===== src/rtl/int_dispatch_if.sv =====
// -----------------------------------------------------------------------------
// int_dispatch_if
//   Bundles the sequencer/bus-side signals of the interrupt dispatcher.
//
//   Handshake: there is no valid/ready pair. m_cycle is a one-clock strobe and
//   the only qualifier. Every input is sampled, and every state change happens,
//   on a clk edge where m_cycle=1. insn_done and op_* count only on such an
//   edge. wr_enable, sp_dec, addr, data_out and new_pc hold for the whole
//   M-cycle. pc_load and int_clear are high only on the clock where m_cycle=1.
//
//   master : the sequencer / register-file side (drives m_cycle, insn_done,
//            op_*, int_pending, pc, sp)
//   slave  : the dispatcher (drives addr, data_out, wr_enable, sp_dec, pc_load,
//            new_pc, int_clear, ime, halted, busy, dbg_state)
// -----------------------------------------------------------------------------
interface int_dispatch_if;
   logic        m_cycle;
   logic        insn_done;
   logic        op_ei;
   logic        op_di;
   logic        op_reti;
   logic        op_halt;
   logic [7:0]  int_pending;
   logic [15:0] pc;
   logic [15:0] sp;
   logic [15:0] addr;
   logic [7:0]  data_out;
   logic        wr_enable;
   logic        sp_dec;
   logic        pc_load;
   logic [15:0] new_pc;
   logic [7:0]  int_clear;
   logic        ime;
   logic        halted;
   logic        busy;
   logic [2:0]  dbg_state;

   modport master (
      output m_cycle, insn_done, op_ei, op_di, op_reti, op_halt,
      output int_pending, pc, sp,
      input  addr, data_out, wr_enable, sp_dec, pc_load, new_pc,
      input  int_clear, ime, halted, busy, dbg_state
   );

   modport slave (
      input  m_cycle, insn_done, op_ei, op_di, op_reti, op_halt,
      input  int_pending, pc, sp,
      output addr, data_out, wr_enable, sp_dec, pc_load, new_pc,
      output int_clear, ime, halted, busy, dbg_state
   );
endinterface


===== src/rtl/int_dispatch.sv =====
// -----------------------------------------------------------------------------
// int_dispatch
//   CPU-side interrupt responder. It holds the master enable (IME), handles
//   HALT wake-up and runs the 5 M-cycle interrupt entry:
//   WAIT0, WAIT1, PUSH_HI, PUSH_LO, JUMP.
//
//   Ports:
//     clk  - system clock
//     rst  - asynchronous active-high reset
//     bus  - int_dispatch_if.slave. Its inputs are m_cycle, insn_done, op_*,
//            int_pending, pc and sp. Its outputs are the push bus
//            (addr/data_out/wr_enable/sp_dec), the vector load
//            (pc_load/new_pc), the int_clear pulse, ime, halted and busy.
//            dbg_state exposes the FSM state.
// -----------------------------------------------------------------------------
module int_dispatch #(
   parameter int          NUM_IRQ       = 5,
   parameter logic [15:0] VECTOR_BASE   = 16'h0040,
   parameter int          VECTOR_STRIDE = 8
) (
   input  logic          clk,
   input  logic          rst,
   int_dispatch_if.slave bus
);

   localparam int          IDX_W    = 3;
   localparam logic [15:0] STRIDE16 = 16'(VECTOR_STRIDE);

   typedef enum logic [2:0] {
      S_IDLE    = 3'd0,
      S_WAIT0   = 3'd1,
      S_WAIT1   = 3'd2,
      S_PUSH_HI = 3'd3,
      S_PUSH_LO = 3'd4,
      S_JUMP    = 3'd5
   } state_t;

   state_t             state;
   logic               ime_q;
   logic               ei_armed;
   logic               halted_q;
   logic               prio_valid;
   logic [IDX_W-1:0]   prio_idx;

   logic [NUM_IRQ-1:0] pend_lo;
   logic               pend_found;
   logic [IDX_W-1:0]   pend_idx;
   logic               start;

   assign pend_lo = bus.int_pending[NUM_IRQ-1:0];

   generate
      if (NUM_IRQ < 8) begin : g_unused_pending
         logic unused_pending_hi;
         assign unused_pending_hi = ^bus.int_pending[7:NUM_IRQ];
      end
   endgenerate

   // Lowest set bit wins: scan from the top so the last hit is the lowest bit.
   always_comb begin
      pend_found = 1'b0;
      pend_idx   = '0;
      for (int i = NUM_IRQ - 1; i >= 0; i--) begin
         if (pend_lo[i]) begin
            pend_found = 1'b1;
            pend_idx   = i[IDX_W-1:0];
         end
      end
   end

   // Uses the IME value from before this edge. A DI retiring on the same
   // boundary cancels the entry.
   assign start = bus.m_cycle && (state == S_IDLE) && ime_q && pend_found &&
                  (bus.insn_done || halted_q) && !(bus.insn_done && bus.op_di);

   always_ff @(posedge clk or posedge rst) begin
      if (rst) begin
         state      <= S_IDLE;
         ime_q      <= 1'b0;
         ei_armed   <= 1'b0;
         halted_q   <= 1'b0;
         prio_valid <= 1'b0;
         prio_idx   <= '0;
      end else if (bus.m_cycle) begin
         case (state)
            S_IDLE: begin
               if (start) begin
                  state    <= S_WAIT0;
                  ime_q    <= 1'b0;
                  ei_armed <= 1'b0;
                  halted_q <= 1'b0;
               end else begin
                  // Any pending request wakes HALT, even with IME clear.
                  if (halted_q && pend_found) halted_q <= 1'b0;
                  if (bus.insn_done) begin
                     if (bus.op_di) begin
                        ime_q    <= 1'b0;
                        ei_armed <= 1'b0;
                     end else begin
                        // EI takes effect one instruction late.
                        if (ei_armed) begin
                           ime_q    <= 1'b1;
                           ei_armed <= 1'b0;
                        end
                        if (bus.op_reti) ime_q    <= 1'b1;
                        if (bus.op_ei)   ei_armed <= 1'b1;
                     end
                     if (bus.op_halt) halted_q <= 1'b1;
                  end
               end
            end
            S_WAIT0:   state <= S_WAIT1;
            S_WAIT1:   state <= S_PUSH_HI;
            S_PUSH_HI: state <= S_PUSH_LO;
            S_PUSH_LO: begin
               // The request may have been withdrawn during entry. In that
               // case the jump goes to 0 and nothing is cleared.
               prio_valid <= pend_found;
               prio_idx   <= pend_idx;
               state      <= S_JUMP;
            end
            S_JUMP:    state <= S_IDLE;
            default:   state <= S_IDLE;
         endcase
      end
   end

   always_comb begin
      bus.addr      = 16'h0000;
      bus.data_out  = 8'h00;
      bus.wr_enable = 1'b0;
      bus.sp_dec    = 1'b0;
      bus.pc_load   = 1'b0;
      bus.new_pc    = 16'h0000;
      bus.int_clear = 8'h00;
      case (state)
         S_PUSH_HI: begin
            bus.addr      = bus.sp - 16'd1;
            bus.data_out  = bus.pc[15:8];
            bus.wr_enable = 1'b1;
            bus.sp_dec    = 1'b1;
         end
         S_PUSH_LO: begin
            // sp has already been decremented by the register file.
            bus.addr      = bus.sp - 16'd1;
            bus.data_out  = bus.pc[7:0];
            bus.wr_enable = 1'b1;
            bus.sp_dec    = 1'b1;
         end
         S_JUMP: begin
            if (prio_valid) bus.new_pc = VECTOR_BASE + ({13'd0, prio_idx} * STRIDE16);
            if (bus.m_cycle) begin
               bus.pc_load = 1'b1;
               if (prio_valid) bus.int_clear = 8'b1 << prio_idx;
            end
         end
         default: ;
      endcase
   end

   assign bus.busy      = (state != S_IDLE);
   assign bus.ime       = ime_q;
   assign bus.halted    = halted_q;
   assign bus.dbg_state = state;

endmodule

===== src/flat_wrapper.sv =====
// flat-port wrapper written by rule: the top's interface ports become plain ports
module int_dispatch_flat 
#(
   parameter int          NUM_IRQ       = 5,
   parameter logic [15:0] VECTOR_BASE   = 16'h0040,
   parameter int          VECTOR_STRIDE = 8
)
  (clk, rst, bus_m_cycle, bus_insn_done, bus_op_ei, bus_op_di, bus_op_reti, bus_op_halt, bus_int_pending, bus_pc, bus_sp, bus_addr, bus_data_out, bus_wr_enable, bus_sp_dec, bus_pc_load, bus_new_pc, bus_int_clear, bus_ime, bus_halted, bus_busy, bus_dbg_state);
  int_dispatch_if bus_i ();
  input  logic clk;
  input  logic rst;
  input wire logic [$bits(bus_i.m_cycle)-1:0] bus_m_cycle;
  input wire logic [$bits(bus_i.insn_done)-1:0] bus_insn_done;
  input wire logic [$bits(bus_i.op_ei)-1:0] bus_op_ei;
  input wire logic [$bits(bus_i.op_di)-1:0] bus_op_di;
  input wire logic [$bits(bus_i.op_reti)-1:0] bus_op_reti;
  input wire logic [$bits(bus_i.op_halt)-1:0] bus_op_halt;
  input wire logic [$bits(bus_i.int_pending)-1:0] bus_int_pending;
  input wire logic [$bits(bus_i.pc)-1:0] bus_pc;
  input wire logic [$bits(bus_i.sp)-1:0] bus_sp;
  output wire logic [$bits(bus_i.addr)-1:0] bus_addr;
  output wire logic [$bits(bus_i.data_out)-1:0] bus_data_out;
  output wire logic [$bits(bus_i.wr_enable)-1:0] bus_wr_enable;
  output wire logic [$bits(bus_i.sp_dec)-1:0] bus_sp_dec;
  output wire logic [$bits(bus_i.pc_load)-1:0] bus_pc_load;
  output wire logic [$bits(bus_i.new_pc)-1:0] bus_new_pc;
  output wire logic [$bits(bus_i.int_clear)-1:0] bus_int_clear;
  output wire logic [$bits(bus_i.ime)-1:0] bus_ime;
  output wire logic [$bits(bus_i.halted)-1:0] bus_halted;
  output wire logic [$bits(bus_i.busy)-1:0] bus_busy;
  output wire logic [$bits(bus_i.dbg_state)-1:0] bus_dbg_state;
  assign bus_i.m_cycle = bus_m_cycle;
  assign bus_i.insn_done = bus_insn_done;
  assign bus_i.op_ei = bus_op_ei;
  assign bus_i.op_di = bus_op_di;
  assign bus_i.op_reti = bus_op_reti;
  assign bus_i.op_halt = bus_op_halt;
  assign bus_i.int_pending = bus_int_pending;
  assign bus_i.pc = bus_pc;
  assign bus_i.sp = bus_sp;
  assign bus_addr = bus_i.addr;
  assign bus_data_out = bus_i.data_out;
  assign bus_wr_enable = bus_i.wr_enable;
  assign bus_sp_dec = bus_i.sp_dec;
  assign bus_pc_load = bus_i.pc_load;
  assign bus_new_pc = bus_i.new_pc;
  assign bus_int_clear = bus_i.int_clear;
  assign bus_ime = bus_i.ime;
  assign bus_halted = bus_i.halted;
  assign bus_busy = bus_i.busy;
  assign bus_dbg_state = bus_i.dbg_state;
  int_dispatch #(.NUM_IRQ(NUM_IRQ), .VECTOR_BASE(VECTOR_BASE), .VECTOR_STRIDE(VECTOR_STRIDE)) u_core (.clk(clk), .rst(rst), .bus(bus_i));
endmodule

===== config.mk =====
export PLATFORM = sky130hd
export DESIGN_NAME = int_dispatch_flat
export DESIGN_NICKNAME = d
export VERILOG_FILES = /design/src/rtl/int_dispatch_if.sv /design/src/rtl/int_dispatch.sv /design/src/flat_wrapper.sv
export SDC_FILE = /design/constraint.sdc
export NUM_CORES = 1
export LEC_CHECK = 0
export CAP_MARGIN = 0
export CORE_MARGIN = 5
export CORE_UTILIZATION = 32
export CTS_BUF_LIST = sky130_fd_sc_hd__clkbuf_4
export DETAILED_ROUTE_END_ITERATION = 7
export GPL_ROUTABILITY_DRIVEN = 0
export PLACE_DENSITY = 0.88
export SLEW_MARGIN = 15
export SYNTH_ARGS = -nofsm -noshare
export SYNTH_HDL_FRONTEND = slang
export SYNTH_SLANG_ARGS = --single-unit

===== constraint.sdc =====
create_clock -name clk -period 2.6 [get_ports clk]
set_input_delay 0.52 -clock clk [delete_from_list [all_inputs] [get_ports clk]]
set_output_delay 0.52 -clock clk [all_outputs]
set_load 0.02 [all_outputs]

# Yosys cells after proc, flatten, opt, wreduce, memory -nomap -nowiden
# Index checks and enable logic that the tools add are counted.
# totals
ff_bits,10
inputBits,48
output_inout_bits,57
elab_cells,69
# op_classes
addsub,2
n_eq_ne,6
shift,1
muxes,35
reduce_logical,19
# ops
operator,count
$mux 16,3
$mux 8,3
$mux 1,21
$mux 3,6
$pmux 8 s2,1
$sub 16x1->16 const B,1
$pmux 3 s5,1
$add 7x6->8 const A,1
$shl 1x3->8 const A,1
$logic_and 1x1->1,7
$eq 3x2->1 const B,2
$eq 3x3->1 const B,2
$reduce_and 2->1,3
$reduce_and 4->1,1
$reduce_bool 4->1,1
$eq 3x1->1 const B,1
$logic_not 3->1,1
$reduce_and 3->1,1
$reduce_bool 3->1,1
$ne 2x1->1 const B,1
$reduce_bool 2->1,1
$reduce_or 2->1,1
$logic_not 1->1,1
$logic_or 1x1->1,1

# Longest topological paths before layout
# Gate-level depths: netlist of the first run.
# depth
ltp_word,10
mapped_depth,7
mapped_depth_nobuf,6

# Least setup slack after synthesis of the first run
# No wires, ideal clock.
# synth_timing
kind,flip-flop to output port
from,"register u_core.state[0], in the netlist u_core.bus.dbg_state[0]"
to,output bus_int_clear[4]
arrival_time_ps,1927
required_ps,2080
path_slack_ps,153
path_stages_with_launch,7
path_buffers,2
cell_sequence,dfrtp_1 buf_4 nor2b_1 and3_1 clkbuf_1 nand3_1 nor3_1
# synth_between
elab_chain_cells,2
# synth_lines
item,line_no,source
start: declaration,int_dispatch.sv:38,state_t state;
start signal: assignment,int_dispatch.sv:78,state <= S_IDLE;
start signal: assignment,int_dispatch.sv:88,state <= S_WAIT0;
start signal: assignment,int_dispatch.sv:112,S_WAIT0: state <= S_WAIT1;
$eq 3x3->1,int_dispatch.sv:136,case (state)
$mux 8,int_dispatch.sv:136,
end: declaration,flat_wrapper.sv:27,output wire logic [$bits(bus_i.int_clear)-1:0] bus_int_clear;
# No other way between the ends.

# Worst setup path after layout of the first run
# layout_timing
from,input bus_sp[2]
to,output bus_addr[3]
# layout_between
elab_chain_cells,2
# layout_lines
item,line_no,source
start: declaration,flat_wrapper.sv:20,input wire logic [$bits(bus_i.sp)-1:0] bus_sp;
$sub 16x1->16,"int_dispatch.sv:138, int_dispatch.sv:145",
$mux 16,-,
end: declaration,flat_wrapper.sv:21,output wire logic [$bits(bus_i.addr)-1:0] bus_addr;
# No other way between the ends.

==> results of run 1 <==
==> final cells by class <==
type / instances / area share [%]
clock inverter: 1 / 0.159
tap: 48 / 2.55
clock buffer: 3 / 0.956
timing repair buffer: 121 / 47.1
multi-input combinational: 136 / 37.6
inverter: 6 / 0.956
sequential: 10 / 10.7
==> stage by stage <==
stage	setup WS (ns)	area, sq um
floorplan	0.153	1240
CTS	0.00234	2310
global route	-0.0123	2360
detailed placement	-0.663	2280
finish	0.0301	2360
global placement	-0.563	2280
==> logic make-up (layout without fill, tap and decap cells) <==
logic type / count (synthesis) / after routing
buffers and inverters: 25 / 131
adders and majority gates: 1 / 1
DFF: 10 / 10
muxes: 1 / 1
and+or+nand+nor: 76 / 76
xor gates and xnor gates: 9 / 9
other: 1 / 12
AOI/OAI and AO/OA: 37 / 37
==> how the worst max path moves through the flow <==
stage                                             start          endpoint  slack, ns  depth (start not counted)
global route                                  bus_sp[2]       bus_addr[3]      -0.01                          5
global placement                              bus_sp[2]       bus_addr[5]      -0.56                          5
floorplan           u_core.bus.dbg_state[0]$_DFFE_PP0P_  bus_int_clear[4]       0.15                          6
finish                                        bus_sp[2]       bus_addr[3]       0.03                          5
CTS                                           bus_sp[0]      bus_addr[15]      0.002                          7
detailed placement                            bus_sp[2]       bus_addr[5]      -0.66                          5
==> registers in the layout, indices dropped and copies added (netlist names) <==
register and flops:
u_core.prio_idx 3, u_core.bus.halted 1, u_core.bus.dbg_state 3, u_core.bus.ime 1, u_core.prio_valid 1, u_core.ei_armed 1
==> per-layer routing <==
| layer | track usage [%] | wire (um) | up-vias |
|---|---|---|---|
| li1 | - | - | 782 |
| met1 | 19.8 | 1770 | 710 |
| met2 | 31.3 | 2290 | 62 |
| met3 | 5.54 | 394 | 10 |
| met4 | 3.13 | 106 | 0 |
| met5 | 0 | 0 | - |
==> where the power goes <==
group	total (mW)	internal (mW)	switching [mW]
sequential	0.300	0.222	0.0776
combinational	1.14	0.541	0.602
clock	0.113	0.0555	0.0579
==> worst max-delay path, stage by stage <==
cell	delay (ns)
dlygate4sd2_1	0.29
or4_1	0.56
buf_4	0.16
a21oi_1	0.16
dlygate4sd2_1	0.36
==> synthesized netlist by cell type, types with 3 or more instances <==
| cell | count |
|---|---|
| a21oi_1 | 9 |
| or3_1 | 3 |
| buf_4 | 15 |
| nand3b_1 | 3 |
| nand4_1 | 3 |
| nand2_1 | 14 |
| o21ai_0 | 7 |
| and2_1 | 3 |
| nand2b_1 | 4 |
| o31ai_1 | 4 |
| xor2_1 | 7 |
| a22o_1 | 9 |
| nor2_1 | 24 |
| nand3_1 | 4 |
| dfrtp_1 | 10 |
| inv_1 | 6 |
| nor3_1 | 3 |
==> what timing repair did <==
| item | CTS | global route |
|---|---|---|
| setup buffers | 1 | 1 |
| hold endpoints to repair | 0 | 0 |
| gates resized for setup | 56 | 22 |
| endpoints found under the setup margin | 26 | 15 |
| pin swaps | 7 | 8 |
==> impl_metrics.py, run 1 <==
metrics = {
    "floorplan": {
        "die_area_sq_um": 5060,
        "fp.coreArea_sq_um": 3630,
        "io-pin-count": 105,
        "die_height_um": 71.1,
        "floorplan.die.width_um": 71.1,
        "std_cell_rows": 22,
        "initial_utilization_pct": 32.9,
    },
    "synth": {
        "netlist.top_cell.by_area": "dfrtp_1",
        "synth_edf_count": 0,
        "synthSimpleGateAreaFrac_pct": 36.3,
        "postSynth.asyncResetShare_pct": 100,
        "synth-seq-cells": 10,
        "yosys_warnings": 0,
        "muxShareOfSynthArea_pct": 0.942,
        "synth_cell_types": 41,
        "synth_area_leaders": "dfrtp_1 (21%), buf_4 (9.4%), nor2_1 (7.5%)",
        "synth_xor_area_share_pct": 6.60,
        "synth_compound_area_share_pct": 21.0,
        "synth_flop_cell": "dfrtp_1",
        "synth_cells": 160,
        "adder_cell_area_share_of_the_yosys_netlist_pct": 1.05,
        "synthesis.area_sq_um": 1190,
        "yosysTopAreaCellShare_pct": 20.9,
        "avg_cell_area_syn_sq_um": 7.47,
        "yosysSeqAreaShare_pct": 20.9,
        "largest_family_of_logic_cells_by_synthesized_area": "simple AND/OR/NAND/NOR gates",
    },
    "cells_and_area": {
        "commonest_non_fill_non_tap_cell_in_the_layout": "clkdlybuf4s50_1",
        "layout-drive-gt1-share_pct": 23.1,
        "multi_input_combinational_cell_area_sq_um": 886,
        "most_used_cells_in_the_layout_excluding_fill_and_tap_cells": "clkdlybuf4s50_1 (55), buf_4 (33), nor2_1 (23)",
        "ff_latch_area_sq_um": 253,
        "diodes": 0,
        "n_fill_cell": 349,
        "post_layout_nonfiller_instances": 325,
        "fin_nets": 327,
        "fin_util_pct": 64.8,
        "layout-area-overhead-vs-synth_pct": 97.2,
    },
    "timing": {
        "finalHoldViolCount": 0,
        "final.hold.worst_slack_ns": 0.509,
        "finalClockSkew_ns": 0.00424,
        "setup_tns_ns": 0,
        "maxSlewViolCount": 0,
        "timing.final.crit_share_pct": 98.8,
        "timing.fmax_ghz": 0.389,
        "post-route-min-period_ns": 2.57,
        "setup_viol_count_final": 0,
    },
    "place": {
        "io_buffer_count": 89,
        "instance_count_after_placement_with_tap_cells_included": 319,
        "dp_hpwl_mm": 3.68,
    },
    "setup_path": {
        "worst_setup_path_end_kind": "primary output",
        "timing.reg2reg.setup_slack_ns": 1.03,
        "worstSetupPathType": "in -> out",
        "worst-r2r-cell-count": 5,
        "worst_r2r_endpoint": "u_core.ei_armed$_DFFE_PP0P_",
        "timing.critical_path.arrival_ns": 2.05,
        "critical_path_peak_fanout": 4,
        "critical_path.reg2reg.startpoint": "u_core.bus.dbg_state[2]$_DFFE_PP0P_",
        "critPathRequiredTime_ns": 2.08,
        "critical_path.startpoint_type": "input pin",
    },
    "global_route": {
        "first_global_vias": 1562,
        "antenna_violations_before_repair": 0,
        "grt-ovfl-total": 0,
        "track_usage_pct": 17.2,
        "grt_max_degree": 18,
        "grt_pass1_wl_mm": 7.22,
    },
    "cts": {
        "h-tree-depth": 1,
        "clock_tree_from_tritoncts": "yes",
        "worstSkewPairLatency_ns": 0.27,
        "tritoncts.num_buffers": 3,
        "hold_buffers": 0,
        "clock-sinks": 10,
        "clk_transition_reported_paths_ns": 0.07,
        "clock_tree.root_cell": "clkbuf_4",
        "cts-root-to-sink-buffers": 2,
    },
    "hold_path": {
        "hold_path_end": "u_core.prio_valid$_DFFE_PP0P_",
        "worstHoldStart": "u_core.prio_valid$_DFFE_PP0P_",
        "timing.hold.worst.class": "reg -> reg",
        "holdPathStages": 1,
    },
    "drt": {
        "route.antenna.remaining_nets": 0,
        "initialDrtViolationCount": 51,
        "drcViolationCount": 0,
        "drt-wirelength-per-cell_um": 14.0,
        "routed_wire_length_mm": 4.56,
        "detail_route.vias_per_cell": 4.81,
        "drt-pass1-iter-count": 6,
        "vias": 1564,
    },
    "flow_run": {
        "max-cap-violations": 0,
    },
    "power_and_ir_drop": {
        "ir_worst_vdd_uv": 306,
        "power.leakage_nw": 1.08,
        "totalPowerFinal_mw": 1.56,
        "powerDensity_nw_per_um2": 661,
    },
    "run_status": {
        "outcome": "complete, no violations",
    },
}
No activity file was read; power rests on OpenSTA's default activity.
==> run 2, diff against run 1 <==
CTS_CLUSTER_SIZE = 40   (was unset)
RECOVER_POWER = 50   (was unset)
==> run 2 against run 1 <==
- cell count unchanged
- highest routed layer unchanged
- via count increased by 0.83%
- clock-buffer cell count unchanged
- register-to-register slack worse by 0.27 ns
- first-iteration DRC count is 18% higher
==> impl_metrics.py, run 2 (synthesis results as in run 1) <==
metrics = {
    "setup_path": {
        "worstSetupPathType": "in -> out",
        "critPathRequiredTime_ns": 2.08,
        "worst_setup_path_end_kind": "primary output",
        "timing.reg2reg.setup_slack_ns": 0.76,
        "crit_path_frequent_cell": "dlygate4sd2_1",
        "worst_path_largest_cell_delay_ns": 0.56,
        "critical_path.cell_chain": "dlygate4sd2_1, or4_1, buf_4, a21oi_1, dlygate4sd2_1",
        "timing.critical_path.arrival_ns": 2.05,
        "critical_path.reg2reg.startpoint": "u_core.bus.dbg_state[2]$_DFFE_PP0P_",
        "cp_slowest_cell": "or4_1",
        "worst-r2r-cell-count": 5,
        "critical_path_peak_fanout": 4,
        "worst_r2r_endpoint": "u_core.ei_armed$_DFFE_PP0P_",
        "critical_path.startpoint_type": "input pin",
    },
    "timing": {
        "setup_viol_count_final": 0,
        "finalClockSkew_ns": 0.00416,
        "worst_slack_ns": 0.0275,
        "maxSlewViolCount": 0,
        "timing.fmax_ghz": 0.389,
        "post-route-min-period_ns": 2.57,
        "tightestPinTransition_ns": 0.669,
        "final.hold.worst_slack_ns": 0.506,
        "finalHoldViolCount": 0,
        "timing.slew.headroom_pct": 55.3,
        "timing.final.crit_share_pct": 98.9,
    },
    "drt": {
        "detail_route.vias_per_cell": 4.85,
        "routed_wire_length_mm": 4.55,
        "drt-pass1-iter-count": 4,
        "drcViolationCount": 0,
        "route.antenna.remaining_nets": 0,
        "vias": 1577,
        "initialDrtViolationCount": 60,
        "drt-wirelength-per-cell_um": 14.0,
    },
    "flow_run": {
        "max-cap-violations": 0,
    },
    "floorplan": {
        "std_cell_rows": 22,
        "die_area_sq_um": 5060,
        "io-pin-count": 105,
        "fp.coreArea_sq_um": 3630,
        "initial_utilization_pct": 32.9,
        "floorplan.die.width_um": 71.1,
        "die_height_um": 71.1,
    },
    "cells_and_area": {
        "layout-area-overhead-vs-synth_pct": 96.6,
        "ff_latch_area_sq_um": 253,
        "most_used_cells_in_the_layout_excluding_fill_and_tap_cells": "clkdlybuf4s50_1 (45), buf_4 (33), nor2_1 (23)",
        "layout-drive-gt1-share_pct": 22.4,
        "n_fill_cell": 351,
        "final_instance_area_sq_um": 2350,
        "diodes": 0,
        "multi_input_combinational_cell_area_sq_um": 880,
        "fin_nets": 327,
        "post_layout_nonfiller_instances": 325,
        "commonest_non_fill_non_tap_cell_in_the_layout": "clkdlybuf4s50_1",
    },
    "power_and_ir_drop": {
        "totalPowerFinal_mw": 1.53,
        "ir_worst_vdd_uv": 302,
        "power.leakage_nw": 1.09,
        "powerDensity_nw_per_um2": 651,
    },
    "global_route": {
        "grt_max_degree": 18,
        "track_usage_pct": 17.2,
        "first_global_vias": 1562,
        "antenna_violations_before_repair": 0,
        "grt-ovfl-total": 0,
        "grt_pass1_wl_mm": 7.22,
    },
    "cts": {
        "clock-sinks": 10,
        "h-tree-depth": 1,
        "worstSkewPairLatency_ns": 0.27,
        "clock_tree_from_tritoncts": "yes",
        "clock_tree.root_cell": "clkbuf_4",
        "cts-root-to-sink-buffers": 2,
        "clk_transition_reported_paths_ns": 0.07,
        "tritoncts.num_buffers": 3,
    },
    "hold_path": {
        "hold_path_end": "u_core.prio_valid$_DFFE_PP0P_",
        "holdPathStages": 1,
        "timing.hold.worst.class": "reg -> reg",
        "worstHoldStart": "u_core.prio_valid$_DFFE_PP0P_",
    },
    "place": {
        "detailed_place.area_sq_um": 2280,
        "dp_hpwl_mm": 3.68,
        "instance_count_after_placement_with_tap_cells_included": 319,
        "placement.setup.worst_slack_ns": -0.663,
        "io_buffer_count": 89,
    },
    "run_status": {
        "outcome": "complete, no violations",
    },
}
==> run 2: worst max-delay path: cells and delay by family <==
family,cells,cell delay (ns)
AO/OA/AOI/OAI,1,0.16
AND/OR/NAND/NOR,1,0.56
buffers and inverters,3,0.81
==> run 2: how the worst max path moves through the flow <==
stage	start	to	cells past startpoint
after floorplan	u_core.bus.dbg_state[0]$_DFFE_PP0P_	bus_int_clear[4]	6
after global placement	bus_sp[2]	bus_addr[5]	5
after detailed placement	bus_sp[2]	bus_addr[5]	5
after CTS	bus_sp[0]	bus_addr[15]	7
after global routing	bus_sp[2]	bus_addr[3]	5
final	bus_sp[2]	bus_addr[3]	5
==> run 2: repair_timing <==
action                     CTS  global route
pin swaps                    7             8
buffers inserted             1             1
resized for setup           56            22
setup endpoints to repair   26            15
hold buffers                 0             0
==> run 2: layout make-up <==
class	count	share of cell area, %
repair buffers	121	47.2
well taps	48	2.56
multi-input cells	136	37.4
flip-flops and latches	10	10.8
inverters	6	0.958
clock inverters	1	0.160
clock buffers	3	0.958
==> run 2: metrics by stage <==
step / utilization [%] / setup TNS, ns
2_1_floorplan: - / 0
3_3_place_gp: 62.8 / -6.10
3_5_place_dp: 62.8 / -6.94
4_1_cts: 63.6 / 0
5_1_grt: 64.7 / -0.0123
6_report: 64.7 / 0
==> run 2: layer usage <==
metal	routed length (um)	global-route usage [%]	share of wire (%)	up-vias
met5	0	0	0	-
met4	109	3.13	2.4	0
met3	410	5.54	9.0	10
met2	2310	31.3	51	67
met1	1710	19.8	38	717
li1	-	-	-	783
==> run 2: power breakdown <==
part	internal (mW)	leakage, nW	switching, mW
Sequential	0.222	0.126	0.0759
Combinational	0.520	0.953	0.597
Clock	0.0555	0.0154	0.0577
Total	0.798	1.09	0.731
